**src/rtl/uart_rx_fifo_pkg.sv**
```systemverilog
`default_nettype none
// ============================================================================
// Module      : uart_rx_pkg
// Description : Shared types and helpers for the configurable UART receiver:
//               FSM state encoding, data-bit configuration codes and the
//               mapping from configuration code to data-bit count.
// Revision    : 1.0 - initial release
// ============================================================================
package uart_rx_pkg;

  // Receiver frame states
  typedef enum logic [2:0] {
    ST_IDLE   = 3'd0,
    ST_START  = 3'd1,
    ST_DATA   = 3'd2,
    ST_PARITY = 3'd3,
    ST_STOP1  = 3'd4,
    ST_STOP2  = 3'd5,
    ST_BREAK  = 3'd6
  } uart_rx_state_e;

  // Data-bit configuration codes
  localparam logic [1:0] CFG_BITS_5 = 2'b00;
  localparam logic [1:0] CFG_BITS_6 = 2'b01;
  localparam logic [1:0] CFG_BITS_7 = 2'b10;
  localparam logic [1:0] CFG_BITS_8 = 2'b11;

  // Number of data bits in a frame for a given configuration code
  function automatic logic [3:0] cfg_bits_to_count(input logic [1:0] cfg_bits);
    case (cfg_bits)
      CFG_BITS_5: return 4'd5;
      CFG_BITS_6: return 4'd6;
      CFG_BITS_7: return 4'd7;
      default:    return 4'd8;
    endcase
  endfunction

endpackage
`default_nettype wire

```
**src/rtl/uart_rx_fifo_buf.sv**
```systemverilog
`default_nettype none
// ============================================================================
// Module      : uart_rx_fifo_buf
// Description : Synchronous receive FIFO with valid/ready pop, push with
//               overrun indication and occupancy count. Head data reads as
//               zero while empty.
// Revision    : 1.0 - initial release
// ============================================================================
module uart_rx_fifo_buf #(
  parameter int FIFO_DEPTH = 16,
  parameter int DATA_W     = 8
) (
  input  logic                          clk,
  input  logic                          rst_n,
  input  logic                          push_i,
  input  logic [DATA_W-1:0]             push_data_i,
  output logic                          overrun_o,
  input  logic                          pop_ready_i,
  output logic [DATA_W-1:0]             data_o,
  output logic                          valid_o,
  output logic [$clog2(FIFO_DEPTH):0]   count_o
);

  localparam int            AW       = $clog2(FIFO_DEPTH);
  localparam logic [AW:0]   FULL_CNT = (AW+1)'(FIFO_DEPTH);
  localparam logic [AW:0]   CNT_ONE  = (AW+1)'(1);
  localparam logic [AW-1:0] PTR_ONE  = AW'(1);

  logic [DATA_W-1:0] mem_q [FIFO_DEPTH];
  logic [AW-1:0]     wr_ptr_q, rd_ptr_q;
  logic [AW:0]       count_q, count_d;
  logic              w_full, w_empty, w_pop, w_push_ok;

  assign w_full    = (count_q == FULL_CNT);
  assign w_empty   = (count_q == '0);
  assign w_pop     = pop_ready_i & ~w_empty;
  // A full FIFO still accepts a push when the head leaves in the same cycle
  assign w_push_ok = push_i & (~w_full | w_pop);
  assign overrun_o = push_i & w_full & ~w_pop;

  assign valid_o = ~w_empty;
  assign data_o  = w_empty ? '0 : mem_q[rd_ptr_q];
  assign count_o = count_q;

  // Occupancy follows the accepted push/pop pair
  always_comb begin
    count_d = count_q;
    case ({w_push_ok, w_pop})
      2'b10:   count_d = count_q + CNT_ONE;
      2'b01:   count_d = count_q - CNT_ONE;
      default: count_d = count_q;
    endcase
  end

  // Storage array; no reset needed since the head is masked while empty
  always_ff @(posedge clk) begin
    if (w_push_ok) mem_q[wr_ptr_q] <= push_data_i;
  end

  // Pointers wrap naturally at the power-of-two depth
  always_ff @(posedge clk or negedge rst_n) begin
    if (!rst_n) begin
      wr_ptr_q <= '0;
      rd_ptr_q <= '0;
      count_q  <= '0;
    end else begin
      if (w_push_ok) wr_ptr_q <= wr_ptr_q + PTR_ONE;
      if (w_pop)     rd_ptr_q <= rd_ptr_q + PTR_ONE;
      count_q <= count_d;
    end
  end

endmodule
`default_nettype wire

```
**src/rtl/uart_rx_fifo.sv**
```systemverilog
`default_nettype none
// ============================================================================
// Module      : uart_rx_fifo
// Description : Runtime-configurable UART receiver (5-8 data bits, optional
//               parity, 1 or 2 stop bits, programmable baud divisor) feeding
//               a receive FIFO with ready/valid output and error pulses.
// Revision    : 1.0 - initial release
// ============================================================================
module uart_rx_fifo
  import uart_rx_pkg::*;
#(
  parameter int DATA_W     = 8,
  parameter int FIFO_DEPTH = 16,
  parameter int OVERSAMPLE = 16,
  parameter int DIV_W      = 16
) (
  input  logic                        clk,
  input  logic                        rst_n,
  input  logic [DIV_W-1:0]            cfg_div_i,
  input  logic [1:0]                  cfg_bits_i,
  input  logic                        cfg_parity_en_i,
  input  logic                        cfg_parity_odd_i,
  input  logic                        cfg_stop2_i,
  input  logic                        rx_i,
  output logic [DATA_W-1:0]           rx_data_o,
  output logic                        rx_valid_o,
  input  logic                        rx_ready_i,
  output logic [$clog2(FIFO_DEPTH):0] rx_count_o,
  output logic                        parity_err_o,
  output logic                        frame_err_o,
  output logic                        overrun_err_o,
  output logic                        busy_o
);

  localparam int               OS_W    = $clog2(OVERSAMPLE);
  localparam logic [OS_W-1:0]  OS_HALF = OS_W'(OVERSAMPLE/2 - 1);
  localparam logic [OS_W-1:0]  OS_FULL = OS_W'(OVERSAMPLE - 1);
  localparam logic [OS_W-1:0]  OS_ONE  = OS_W'(1);
  localparam logic [DIV_W-1:0] DIV_ONE = DIV_W'(1);

  uart_rx_state_e state_q, state_d;

  logic             sync1_q, sync2_q, rx_prev_q;
  logic [DIV_W-1:0] div_cnt_q, div_lat_q;
  logic [OS_W-1:0]  os_cnt_q, w_os_target;
  logic [1:0]       bits_q;
  logic             par_en_q, par_odd_q, stop2_q, par_err_q;
  logic [2:0]       bit_idx_q;
  logic [7:0]       shreg_q;
  logic             w_rx, w_start, w_tick, w_active, w_sample, w_last_bit;
  logic             w_push, w_frame_err, w_parity_err;
  logic [DATA_W-1:0] w_push_data;

  assign w_rx       = sync2_q;
  assign w_start    = (state_q == ST_IDLE) & rx_prev_q & ~sync2_q;
  assign w_tick     = (div_cnt_q == '0);
  assign w_active   = (state_q != ST_IDLE) && (state_q != ST_BREAK);
  assign w_os_target = (state_q == ST_START) ? OS_HALF : OS_FULL;
  assign w_sample   = w_tick & w_active & (os_cnt_q == w_os_target);
  assign w_last_bit = ({1'b0, bit_idx_q} == (cfg_bits_to_count(bits_q) - 4'd1));

  assign busy_o       = (state_q != ST_IDLE);
  assign frame_err_o  = w_frame_err;
  assign parity_err_o = w_parity_err;

  // Two-flop synchroniser plus a history flop for falling-edge detection
  always_ff @(posedge clk or negedge rst_n) begin
    if (!rst_n) begin
      sync1_q   <= 1'b1;
      sync2_q   <= 1'b1;
      rx_prev_q <= 1'b1;
    end else begin
      sync1_q   <= rx_i;
      sync2_q   <= sync1_q;
      rx_prev_q <= sync2_q;
    end
  end

  // Free-running baud tick divider, realigned to the start edge
  always_ff @(posedge clk or negedge rst_n) begin
    if (!rst_n) begin
      div_cnt_q <= '0;
      div_lat_q <= '0;
    end else if (w_start) begin
      div_cnt_q <= cfg_div_i;
      div_lat_q <= cfg_div_i;
    end else if (w_tick) begin
      // While idle track the live divisor; in a frame use the latched one
      div_cnt_q <= (state_q == ST_IDLE) ? cfg_div_i : div_lat_q;
    end else begin
      div_cnt_q <= div_cnt_q - DIV_ONE;
    end
  end

  // Oversample tick counter locating the mid-bit sample point
  always_ff @(posedge clk or negedge rst_n) begin
    if (!rst_n) begin
      os_cnt_q <= '0;
    end else if (w_start) begin
      os_cnt_q <= '0;
    end else if (w_tick && w_active) begin
      os_cnt_q <= (os_cnt_q == w_os_target) ? '0 : os_cnt_q + OS_ONE;
    end
  end

  // Frame configuration latch, data shift-in and parity evaluation
  always_ff @(posedge clk or negedge rst_n) begin
    if (!rst_n) begin
      bits_q    <= CFG_BITS_5;
      par_en_q  <= 1'b0;
      par_odd_q <= 1'b0;
      stop2_q   <= 1'b0;
      bit_idx_q <= '0;
      shreg_q   <= '0;
      par_err_q <= 1'b0;
    end else if (w_start) begin
      bits_q    <= cfg_bits_i;
      par_en_q  <= cfg_parity_en_i;
      par_odd_q <= cfg_parity_odd_i;
      stop2_q   <= cfg_stop2_i;
      bit_idx_q <= '0;
      shreg_q   <= '0;
      par_err_q <= 1'b0;
    end else if (w_sample) begin
      case (state_q)
        ST_DATA: begin
          shreg_q[bit_idx_q] <= w_rx;
          bit_idx_q          <= bit_idx_q + 3'd1;
        end
        // Unused upper data bits are zero, so an 8-bit reduction is exact
        ST_PARITY: par_err_q <= (^shreg_q) ^ w_rx ^ par_odd_q;
        default: ;
      endcase
    end
  end

  // FSM state register
  always_ff @(posedge clk or negedge rst_n) begin
    if (!rst_n) state_q <= ST_IDLE;
    else        state_q <= state_d;
  end

  // FSM next state and frame-completion outcome
  always_comb begin
    state_d      = state_q;
    w_push       = 1'b0;
    w_frame_err  = 1'b0;
    w_parity_err = 1'b0;
    case (state_q)
      ST_IDLE: if (w_start) state_d = ST_START;
      ST_START: begin
        if (w_sample) state_d = w_rx ? ST_IDLE : ST_DATA;
      end
      ST_DATA: begin
        if (w_sample && w_last_bit) state_d = par_en_q ? ST_PARITY : ST_STOP1;
      end
      ST_PARITY: if (w_sample) state_d = ST_STOP1;
      ST_STOP1, ST_STOP2: begin
        if (w_sample) begin
          if (!w_rx) begin
            w_frame_err = 1'b1;
            state_d     = ST_BREAK;
          end else if ((state_q == ST_STOP1) && stop2_q) begin
            state_d = ST_STOP2;
          end else begin
            w_parity_err = par_err_q;
            w_push       = ~par_err_q;
            state_d      = ST_IDLE;
          end
        end
      end
      ST_BREAK: if (w_rx) state_d = ST_IDLE;
      default:  state_d = ST_IDLE;
    endcase
  end

  // Zero-extend the received character to the output width
  generate
    if (DATA_W > 8) begin : g_data_ext
      assign w_push_data = {{(DATA_W-8){1'b0}}, shreg_q};
    end else begin : g_data_fit
      assign w_push_data = shreg_q[DATA_W-1:0];
    end
  endgenerate

  uart_rx_fifo_buf #(
    .FIFO_DEPTH (FIFO_DEPTH),
    .DATA_W     (DATA_W)
  ) u_buf (
    .clk         (clk),
    .rst_n       (rst_n),
    .push_i      (w_push),
    .push_data_i (w_push_data),
    .overrun_o   (overrun_err_o),
    .pop_ready_i (rx_ready_i),
    .data_o      (rx_data_o),
    .valid_o     (rx_valid_o),
    .count_o     (rx_count_o)
  );

endmodule
`default_nettype wire

```
**config.mk**
```make
export PLATFORM = sky130hd
export DESIGN_NAME = uart_rx_fifo
export DESIGN_NICKNAME = d
export VERILOG_FILES = /design/src/rtl/uart_rx_fifo_pkg.sv /design/src/rtl/uart_rx_fifo_buf.sv /design/src/rtl/uart_rx_fifo.sv
export SDC_FILE = /design/constraint.sdc
export NUM_CORES = 1
export LEC_CHECK = 0
export ABC_AREA = 1
export CORE_MARGIN = 10
export CORE_UTILIZATION = 45
export DETAILED_ROUTE_END_ITERATION = 8
export REMOVE_ABC_BUFFERS = 1
export SYNTH_ARGS = -nofsm -noshare
export SYNTH_HDL_FRONTEND = slang
export SYNTH_HIERARCHICAL = 1
export SYNTH_SLANG_ARGS = --single-unit
```
**constraint.sdc**
```tcl
create_clock -name clk -period 8.05 [get_ports clk]
set_input_delay 2.0125 -clock clk [delete_from_list [all_inputs] [get_ports clk]]
set_output_delay 2.0125 -clock clk [all_outputs]
set_load 0.03 [all_outputs]
```
# == Word-level counts from Yosys, hierarchy flattened ==
# Memories as Yosys holds them, arrays and structs flattened.
# Cells that the tools add are included.
# totals
reg_bits,72
latch_bits,0
ramBits,128
mem_bits_ro,0
in_bits,25
output_inout_bits,18
mem_count,1
# classes
addsub,8
mul,0
div_mod_pow,0
n_lt_le_gt_ge,2
eq_ne,20
shifts,0
mux,46
bitwise_logic,16
reduce_logical,20
# mem_list
memory,depth,width,rd,rd_clocked_by_memory_dff,write_ports,line_no,rtl
u_buf.mem_q,16,8,1,0,1,uart_rx_fifo_buf.sv:29,logic [DATA_W-1:0] mem_q [FIFO_DEPTH];
# ops
operator,n
$mux 16,3
$mux 3,12
$mux 8,4
$pmux 3 s6,1
$mux 1,17
$logic_not 16->1,1
$mux 4,4
$sub 16x1->16 const B,1
$add 4x1->4 const B,3
$ne 2x2->1 const B,6
$pmux 4 s3,1
$pmux 5 s2,1
$reduce_bool 2->1,5
$eq 3x3->1 const B,3
$and 1x1->1,8
$bwmux 8,1
$reduce_xor 8->1,1
$eq 3x2->1 const B,2
$reduce_and 6->1,1
$add 5x1->5 const B,1
$eq 5x5->1 const B,1
$logic_and 1x1->1,5
$logic_not 5->1,1
$not 1->1,5
other kinds (20),24

# == Depth between registers and ports, before layout ==
# Gate-level depths: netlist (run 1).
# depth
depth_word,9
depth_mapped,22
depth_no_buf,21

# == Cells and area by module ==
# The synthesis (run 1) kept the hierarchy.
# by_module_without_submodules
module,n_inst,cells_each,area_each_um2
uart_rx_fifo_buf,1,563,6189.7
uart_rx_fifo,1,503,3518.4

# == Worst setup path before layout (run 1) ==
# No wires, ideal clock.
# synth_path
path_type,input to output
from,input rx_ready_i
to,output overrun_err_o
arrival_ps,2718
required_time_ps,6037
setup_slack_ps,3319
cell_stages,3
path_cell_list,nor2_1 nand4_1 nor2_1
# synth_between
elab_chain_len,3
# synth_rtl
element,line_no,rtl
from (decl),uart_rx_fifo.sv:27,"input logic rx_ready_i,"
$and 1x1->1,uart_rx_fifo_buf.sv:36,assign w_pop = pop_ready_i & ~w_empty;
$not 1->1,uart_rx_fifo_buf.sv:39,assign overrun_o = push_i & w_full & ~w_pop;
$and 1x1->1,uart_rx_fifo_buf.sv:39,
to (decl),uart_rx_fifo.sv:31,"output logic overrun_err_o,"
# No other way between the ends.

# == Final worst setup path (run 1) ==
# Ends and elaborated chain as after synthesis.

==> impl_metrics.env, run 1 <==
export IMPL_dr_pass1_iters=7
export IMPL_post_cts_buffers=0
export IMPL_swShare_pct=42.3
export IMPL_skew_ns=0.0137
export IMPL_htree_num_levels=4
export IMPL_drv_cap=0
export IMPL_n_antenna_cell=0
export IMPL_portBuffers=42
export IMPL_dr_total_vias=7092
export IMPL_drt_iter0_drc=525
export IMPL_ys_ff_latch=200
export IMPL_vias_per_cell=5.12
export IMPL_die_area_um2=27800
export IMPL_finalCritPeriodShare_pct=72.4
export IMPL_cts_made_buffers=17
export IMPL_cpMaxStageDelayCell="clkdlybuf4s50_1"
export IMPL_die_w_um=167
export IMPL_rsz0062_at_grt="no"
export IMPL_grt_pass1_wl_um=35200
export IMPL_die_h_um=167
export IMPL_leakage_nw=4.64
export IMPL_io_pins=43
export IMPL_yosysUniqueCellTypes=39
export IMPL_p_int_mw=2.14
export IMPL_fin_crit_ns=5.83
export IMPL_p_switching_mw=1.57
export IMPL_synth_area_um2=9710
export IMPL_wl_per_cell_um=15.6
export IMPL_setup_slack_ns=2.22
export IMPL_p_comb_share_pct=39.7
export IMPL_drtAntennaViolNets=0
export IMPL_reg2reg_from="state_q[2]$_DFFE_PN0P_"
export IMPL_dp_slack_ns=2.20
export IMPL_critPathLaunchType="input port"
export IMPL_p_clk_share_pct=23.4
export IMPL_cts_root_buf="clkbuf_16"
export IMPL_outcome="finished, final reports clean"
export IMPL_routed_wl_um=21600
export IMPL_ctsResizeCount=0
export IMPL_clk_latency_ns=0.44
export IMPL_worstPathCellList="clkdlybuf4s50_1, nor2_1, nand4_1, nor2_1, clkdlybuf4s50_1"
export IMPL_ys_warn_count=6
export IMPL_cts_tree="built"
export IMPL_final_common_cell="nand2_1"
export IMPL_dpl_hpwl_um=13900
export IMPL_drive_above_1_share_pct=8.48
export IMPL_final_cell_mix="nand2_1 (399), edfxtp_1 (128), nand3_1 (89), nor2_1 (73), inv_1 (69)"
export IMPL_finalHoldViolCount=0
export IMPL_drv_slew=0
export IMPL_r2r_end="u_buf/count_o[4]$_DFFE_PN0P_"
export IMPL_drc=0
export IMPL_crit_required_ns=6.04
export IMPL_whs_path_depth=0
export IMPL_grt_pass1_vias=6728
export IMPL_crit_type="input port to output port"
export IMPL_fmax_mhz=172
export IMPL_holdCritPathClass="register to register"
export IMPL_fp_coreArea_um2=21200
export IMPL_grt_remaining_overflow=0
export IMPL_syn_area_per_cell_um2=9.11
export IMPL_initial_core_util_pct=45.9
export IMPL_p_per_area_nw_per_um2=342
export IMPL_finalWeightedCongestion=0.827
export IMPL_setup_violations=0
export IMPL_grt_max_degree=74
export IMPL_p_seq_share_pct=36.9
export IMPL_vdd_drop_max_uv=188
export IMPL_worst_pin_slew_ns=0.989
export IMPL_yosysSeqAreaShare_pct=58.2
export IMPL_maxSlewHeadroom_pct=33.5
export IMPL_worstPathMaxFanout=4
export IMPL_clock_sinks=200
export IMPL_hold_end="sync2_q$_DFF_PN1_"
export IMPL_syn2layout_area_growth_pct=11.9
export IMPL_antenna_found_initial=0
export IMPL_grtUsageTotal_pct=15.6
export IMPL_setup_tns_ns=0
export IMPL_cp_end_kind="output port"
export IMPL_r2r_cells=19
export IMPL_critPathArrivalTime_ns=3.82
export IMPL_slowest_delay_ns=0.72
export IMPL_clkTransAtPathRegs_ns=0.08
export IMPL_cts_hold_buf=0
export IMPL_worstHoldStart="sync1_q$_DFF_PN1_"
export IMPL_nets=1132
export IMPL_clockBufferDepth=2
export IMPL_rows=53
export IMPL_syn_inst=1066
export IMPL_r2r_slack_ns=4.05
cell type report:
type                            count  area (µm²)
Clock inverter                     15         191
Timing Repair Buffer               47         455
Sequential cell                   200        5650
Multi-Input combinational cell    747        3480
Tap cell                          275         344
Fill cell                        1972       10300
Inverter                           83         314
Clock buffer                       17         425
power by group through the flow:
| stage | combinational [mW] | clock [mW] | sequential [mW] |
|---|---|---|---|
| 6_report | 1.47 | 0.869 | 1.37 |
| 2_1_floorplan | 0.988 | 0 | 1.41 |
| 4_1_cts | 1.49 | 0.889 | 1.37 |
| 3_5_place_dp | 1.48 | 0 | 1.39 |
| 5_1_grt | 1.66 | 0.932 | 1.39 |
| 3_3_place_gp | 1.47 | 0 | 1.39 |
kinds of logic after synthesis:
family	count (synthesis)	share of synthesized area, %
DFF	200	58.2
and+or+nand+nor	608	26.8
AOI/OAI and AO/OA	109	5.95
adders and majority gates	11	1.42
buffers and inverters	119	5.97
xor gates and xnor gates	19	1.71
synth_stat cells (all sizes together):
cell type	count	area [µm²]
or2	2	12.5
nand2	415	1610
nor2	83	379
dfrtp	69	1730
dfstp	3	78.8
nand4	6	52.6
o211ai	4	30.0
clkbuf	4	15.0
a21oi	48	259
xor2	16	140
clkinv	1	3.75
inv	82	310
o21ai	54	270
buf	32	250
nor3b	1	7.51
nor3	8	45.0
ha	11	138
xnor2	3	26.3
nand3	93	493
a31oi	1	6.26
o22ai	2	12.5
edfxtp	128	3840
sequential cells by signal, indices dropped and copies added (netlist names), 4 cells and up:
signal          count
u_buf/rd_ptr_q      4
os_cnt_q            4
u_buf/mem_q       128
u_buf/wr_ptr_q      4
shreg_q             8
div_lat_q          16
div_cnt_q          16
u_buf/count_o       5
through the flow:
stage          power [mW]  cell area, µm²  hold WS, ns  std cells  utilization (%)
4_1_cts              3.74           10900        0.358       1384             51.4
5_1_grt              3.99           10900        0.367       1384             51.4
3_5_place_dp         2.87           10200        0.347       1352             48.4
2_1_floorplan        2.39            9440        0.345       1030                -
6_report             3.71           10900        0.358       1384             51.4
3_3_place_gp         2.85           10200        0.346       1352             48.4
worst max-delay path, delay by kind of cell:
family / cells / cell delay [ns]
buffers and inverters: 2 / 1.15
and+or+nand+nor: 3 / 0.65
layer usage:
metal  GRT usage [%]  vias up  part of all wire [%]
met5               0        -                     0
met4            5.42        0                   1.5
met3            2.80       20                   4.0
met2            25.1      171                    48
met1            20.6     3356                    46
li1                -     3545                     -
worst max-delay path by stage:
stage	startpoint	end	depth (start not counted)
2_1_floorplan	rx_ready_i	overrun_err_o	3
3_3_place_gp	rx_ready_i	overrun_err_o	5
3_5_place_dp	rx_ready_i	overrun_err_o	5
4_1_cts	rx_ready_i	overrun_err_o	5
5_1_grt	state_q[2]$_DFFE_PN0P_	overrun_err_o	9
6_report	rx_ready_i	overrun_err_o	5
Note: power is estimated with default switching activity, not from simulation.
==> run 2, diff against run 1 <==
Clock period 8.05 ns to 5.82 ns, I/O delays scaled along.
==> run 2 against run 1 <==
Against the previous run:
- setup slack lost 1.2 ns
- cell count barely moved
- highest routed layer unchanged
- sequential share of layout area is essentially flat
- combinational power grew 42%
- utilization barely moved
- count of clock-buffer cells in the layout unchanged
- hold slack hardly changed
- via count is 1.1% lower
- first-iteration DRC count decreased by 9.3%
- routed wire length fell by 0.34%
==> impl_metrics.env, run 2 (synthesis results as in run 1) <==
export IMPL_critPathLaunchType="register"
export IMPL_n_antenna_cell=0
export IMPL_worst_pin_slew_ns=0.998
export IMPL_portBuffers=42
export IMPL_final_cells=1385
export IMPL_rsz0062_at_grt="no"
export IMPL_drtAntennaViolNets=0
export IMPL_crit_required_ns=4.37
export IMPL_vias_per_cell=5.07
export IMPL_top_register="u_buf/mem_q"
export IMPL_die_h_um=167
export IMPL_dp_slack_ns=1.10
export IMPL_rows=53
export IMPL_skew_ns=0.0130
export IMPL_setup_violations=0
export IMPL_finalHoldViolCount=0
export IMPL_post_cts_buffers=0
export IMPL_io_pins=43
export IMPL_final_common_cell="nand2_1"
export IMPL_clkTransAtPathRegs_ns=0.08
export IMPL_p_per_area_nw_per_um2=476
export IMPL_outcome="finished, final reports clean"
export IMPL_whs_path_depth=0
export IMPL_nets=1133
export IMPL_fp_coreArea_um2=21200
export IMPL_initial_core_util_pct=45.9
export IMPL_grt_remaining_overflow=0
export IMPL_drive_above_1_share_pct=8.56
export IMPL_clockBufferDepth=2
export IMPL_drt_iter0_drc=476
export IMPL_holdCritPathClass="register to register"
export IMPL_ctsResizeCount=0
export IMPL_leakage_nw=4.61
export IMPL_die_w_um=167
export IMPL_global_route_usage_met1_pct=20.6
export IMPL_dpl_hpwl_um=14000
export IMPL_fmax_mhz=208
export IMPL_gr_usage_met3_pct=3.18
export IMPL_vdd_drop_max_uv=250
export IMPL_largest_reg_flops=128
export IMPL_setup_tns_ns=0
export IMPL_grt_pass1_vias=6655
export IMPL_syn2layout_area_growth_pct=12.0
export IMPL_cts_made_buffers=17
export IMPL_placedCellCount=1353
export IMPL_drv_cap=0
export IMPL_r2r_cells=21
export IMPL_final_cell_mix="nand2_1 (399), edfxtp_1 (128), nand3_1 (89), nor2_1 (73), inv_1 (69)"
export IMPL_crit_type="register to output port"
export IMPL_critPathArrivalTime_ns=3.36
export IMPL_drv_slew=0
export IMPL_die_area_um2=27800
export IMPL_worstPathMaxFanout=4
export IMPL_antenna_found_initial=0
export IMPL_dr_pass1_iters=5
export IMPL_routed_wl_um=21600
export IMPL_cts_root_buf="clkbuf_16"
export IMPL_dr_total_vias=7017
export IMPL_grt_pass1_wl_um=35300
export IMPL_clk_latency_ns=0.44
export IMPL_cts_hold_buf=0
export IMPL_finalWeightedCongestion=0.854
export IMPL_reg_top3="u_buf/mem_q (128), div_cnt_q (16), div_lat_q (16)"
export IMPL_finalCritPeriodShare_pct=82.8
export IMPL_htree_num_levels=4
export IMPL_clock_sinks=200
export IMPL_wl_per_cell_um=15.6
export IMPL_grt_busiest_layer="met2"
export IMPL_met2_usage_pct=25.3
export IMPL_fin_hold_ws_ns=0.358
export IMPL_grt_max_degree=74
export IMPL_maxSlewHeadroom_pct=32.9
export IMPL_fin_crit_ns=4.82
export IMPL_cp_end_kind="output port"
export IMPL_grtUsageTotal_pct=15.5
export IMPL_drc=0
export IMPL_setup_slack_ns=1.00
export IMPL_cts_tree="built"
[run 2: cell count changes in the layout (fill, tap and decap cells not counted)]
cell / change
buf_4: +1
clkinv_4: -1
inv_6: +1
[run 2: stage by stage]
stage,utilization (%),area (µm²),total power [mW]
floorplan,-,9440,3.35
global placement,48.5,10300,4.01
detailed placement,48.5,10300,4.03
CTS,51.4,10900,5.24
global route,51.4,10900,5.58
finish,51.4,10900,5.18
[run 2: per-layer routing]
metal	vias to the layer above	wire (µm)
met2	164	10500
li1	3555	-
met4	0	273
met5	-	0
met3	18	1200
met1	3280	9610
[run 2: critical path, cell delays in order (launching register included)]
cell and delay (ns):
dfrtp_1 0.36, inv_1 0.09, ha_1 0.22, nand2_4 0.09, nor3_1 0.26, nand3_1 0.17, nor2_1 0.15, nand2_1 0.11
nor3_1 0.45, inv_1 0.08, nor2_1 0.21, clkdlybuf4s50_1 0.72
[run 2: report_power, final]
part / switching, mW / internal [mW]
clock: 0.608 / 0.590
sequential: 0.207 / 1.69
combinational: 1.38 / 0.710
[run 2: worst paths after layout]
path	from	slack, ns	endpoint
min	sync1_q$_DFF_PN1_	0.36	sync2_q$_DFF_PN1_
max reg2reg	div_cnt_q[0]$_DFF_PN0_	2.16	u_buf/count_o[4]$_DFFE_PN0P_
max	div_cnt_q[0]$_DFF_PN0_	1.00	overrun_err_o
min in group asynchronous	rst_n	0.92	bit_idx_q[2]$_DFFE_PN0P_
min reg2reg	sync1_q$_DFF_PN1_	0.36	sync2_q$_DFF_PN1_
max in group asynchronous	rst_n	3.94	u_buf/count_o[2]$_DFFE_PN0P_
[run 2: layout make-up]
class,count,area [µm²]
fillers,1978,10300
clock buffers,17,425
well taps,275,344
flip-flops and latches,200,5650
clock inverters,15,191
repair buffers,48,463
inverters,83,314
multi-input cells,747,3480
==> run 3, diff against run 2 <==
Clock period 5.82 ns to 4.1 ns, I/O delays scaled along.
==> run 3 against run 2 <==
Against the previous run:
- clock power is 38% higher
- die area stayed put
- critical path depth is 3 lower
- setup slack worse by 0.73 ns
- first-iteration DRC count is 29% higher
- sequential cell count stayed put
- hold slack worse by 0.00083 ns
- cell count is 0.51% higher
- global-route usage is 0.23 points higher
- combinational power is 44% higher
- via count is 0.14% lower
- sequential share of layout area is 0.28 points lower
- critical path type unchanged
==> impl_metrics.env, run 3 (synthesis results as in run 1) <==
export IMPL_cts_made_buffers=17
export IMPL_final_cell_mix="nand2_1 (399), edfxtp_1 (128), nand3_1 (89), nor2_1 (73), inv_1 (69)"
export IMPL_drt_iter0_drc=614
export IMPL_cpMaxStageDelayCell="clkdlybuf4s50_1"
export IMPL_worstPathCellList="buf_4, nand2_1, nand3_1, nand3_1, nand3_1, nand2_1, nor2_1, clkdlybuf4s50_1"
export IMPL_fmax_mhz=261
export IMPL_hold_end="sync2_q$_DFF_PN1_"
export IMPL_clock_sinks=200
export IMPL_top_register="u_buf/mem_q"
export IMPL_drive_above_1_share_pct=9.22
export IMPL_syn2layout_area_growth_pct=12.6
export IMPL_ctsResizeCount=0
export IMPL_r2r_cells=22
export IMPL_htree_num_levels=4
export IMPL_initial_core_util_pct=45.9
export IMPL_drv_slew=0
export IMPL_largest_reg_flops=128
export IMPL_finalWeightedCongestion=0.825
export IMPL_leakage_nw=4.66
export IMPL_crit_top_cell="nand3_1"
export IMPL_r2r_slack_ns=0.95
export IMPL_num_fill_cells=1921
export IMPL_vias_per_cell=5.03
export IMPL_critPathLaunchType="register"
export IMPL_wl_per_cell_um=15.7
export IMPL_postPlaceCellArea_um2=10300
export IMPL_routed_wl_um=21900
export IMPL_crit_required_ns=3.07
export IMPL_whs_path_depth=0
export IMPL_die_w_um=167
export IMPL_grt_remaining_overflow=0
export IMPL_holdCritPathClass="register to register"
export IMPL_grt_max_degree=74
export IMPL_worst_pin_slew_ns=0.951
export IMPL_grt_pass1_wl_um=35700
export IMPL_fin_area_um2=10900
export IMPL_p_per_area_nw_per_um2=670
export IMPL_fin_hold_ws_ns=0.357
export IMPL_maxSlewHeadroom_pct=36.6
export IMPL_antenna_found_initial=0
export IMPL_grt_pass1_vias=6818
export IMPL_crit_type="register to output port"
export IMPL_rsz0062_at_grt="no"
export IMPL_clockBufferDepth=2
export IMPL_io_pins=43
export IMPL_rows=53
export IMPL_worstHoldStart="sync1_q$_DFF_PN1_"
export IMPL_outcome="finished, final reports clean"
export IMPL_r2r_end="u_buf/count_o[4]$_DFFE_PN0P_"
export IMPL_worstPathMaxFanout=73
export IMPL_reg2reg_from="div_cnt_q[0]$_DFF_PN0_"
export IMPL_grtUsageTotal_pct=15.7
export IMPL_post_cts_buffers=0
export IMPL_nets=1140
export IMPL_clk_latency_ns=0.44
export IMPL_finalHoldViolCount=0
export IMPL_portBuffers=42
export IMPL_slowest_delay_ns=0.68
export IMPL_n_antenna_cell=0
export IMPL_cts_hold_buf=0
export IMPL_vdd_drop_max_uv=324
export IMPL_skew_ns=0.0142
export IMPL_dr_pass1_iters=5
export IMPL_dpl_hpwl_um=14500
export IMPL_fin_crit_ns=3.83
export IMPL_fp_coreArea_um2=21200
export IMPL_dr_total_vias=7007
export IMPL_cts_tree="built"
export IMPL_clkTransAtPathRegs_ns=0.08
export IMPL_drv_cap=0
export IMPL_die_area_um2=27800
export IMPL_drc=0
export IMPL_final_common_cell="nand2_1"
export IMPL_cts_root_buf="clkbuf_16"
export IMPL_setup_violations=0
export IMPL_design_power_total_mw=7.33
export IMPL_setup_tns_ns=0
export IMPL_finalCritPeriodShare_pct=93.5
export IMPL_reg_top3="u_buf/mem_q (128), div_cnt_q (16), div_lat_q (16)"
export IMPL_die_h_um=167
export IMPL_drtAntennaViolNets=0
export IMPL_critPathArrivalTime_ns=2.81
export IMPL_cp_end_kind="output port"
## run 3: worst max-delay path by stage
| stage | start | to | cells after the start |
|---|---|---|---|
| 4_1_cts | div_cnt_q[0]$_DFF_PN0_ | parity_err_o | 9 |
| 5_1_grt | div_cnt_q[0]$_DFF_PN0_ | overrun_err_o | 12 |
| 3_3_place_gp | div_cnt_q[0]$_DFF_PN0_ | parity_err_o | 9 |
| 2_1_floorplan | u_buf/rd_ptr_q[0]$_DFFE_PN0P_ | rx_data_o[0] | 7 |
| 6_report | u_buf/rd_ptr_q[0]$_DFFE_PN0P_ | rx_data_o[1] | 8 |
| 3_5_place_dp | div_cnt_q[0]$_DFF_PN0_ | parity_err_o | 9 |
## run 3: cell type report
| type | instances | area [µm²] | area share [%] |
|---|---|---|---|
| inverter | 83 | 314 | 2.87 |
| clock inverter | 15 | 173 | 1.58 |
| clock buffer | 17 | 425 | 3.89 |
| tap | 275 | 344 | 3.15 |
| sequential | 200 | 5650 | 51.7 |
| multi-input combinational | 747 | 3480 | 31.9 |
| timing repair buffer | 55 | 541 | 4.94 |
## run 3: per-layer routing
layer | GRT usage (%) | wire length [µm] | vias to the layer above
met5 | 0 | 0 | -
met4 | 4.62 | 267 | 0
li1 | - | - | 3557
met1 | 20.1 | 10000 | 3267
met3 | 3.15 | 943 | 24
met2 | 26.3 | 10600 | 159
## run 3: critical path: cells and delay by family, from the launching register on
family	cells	cell delay, ns
buffers and inverters	2	1.29
and+or+nand+nor	6	0.67
DFF	1	0.39
## run 3: where the power goes
part           switching, mW  internal (mW)
Combinational           1.98           1.03
Clock                  0.838          0.825
Sequential             0.262           2.39
Total                   3.08           4.25
## run 3: metrics by stage
| stage | utilization [%] | setup WS [ns] | cells |
|---|---|---|---|
| 2_1_floorplan | - | 0.631 | 1030 |
| 3_3_place_gp | 48.8 | 0.658 | 1360 |
| 3_5_place_dp | 48.8 | 0.629 | 1360 |
| 4_1_cts | 51.7 | 0.131 | 1392 |
| 5_1_grt | 51.7 | 0.00781 | 1392 |
| 6_report | 51.7 | 0.268 | 1392 |
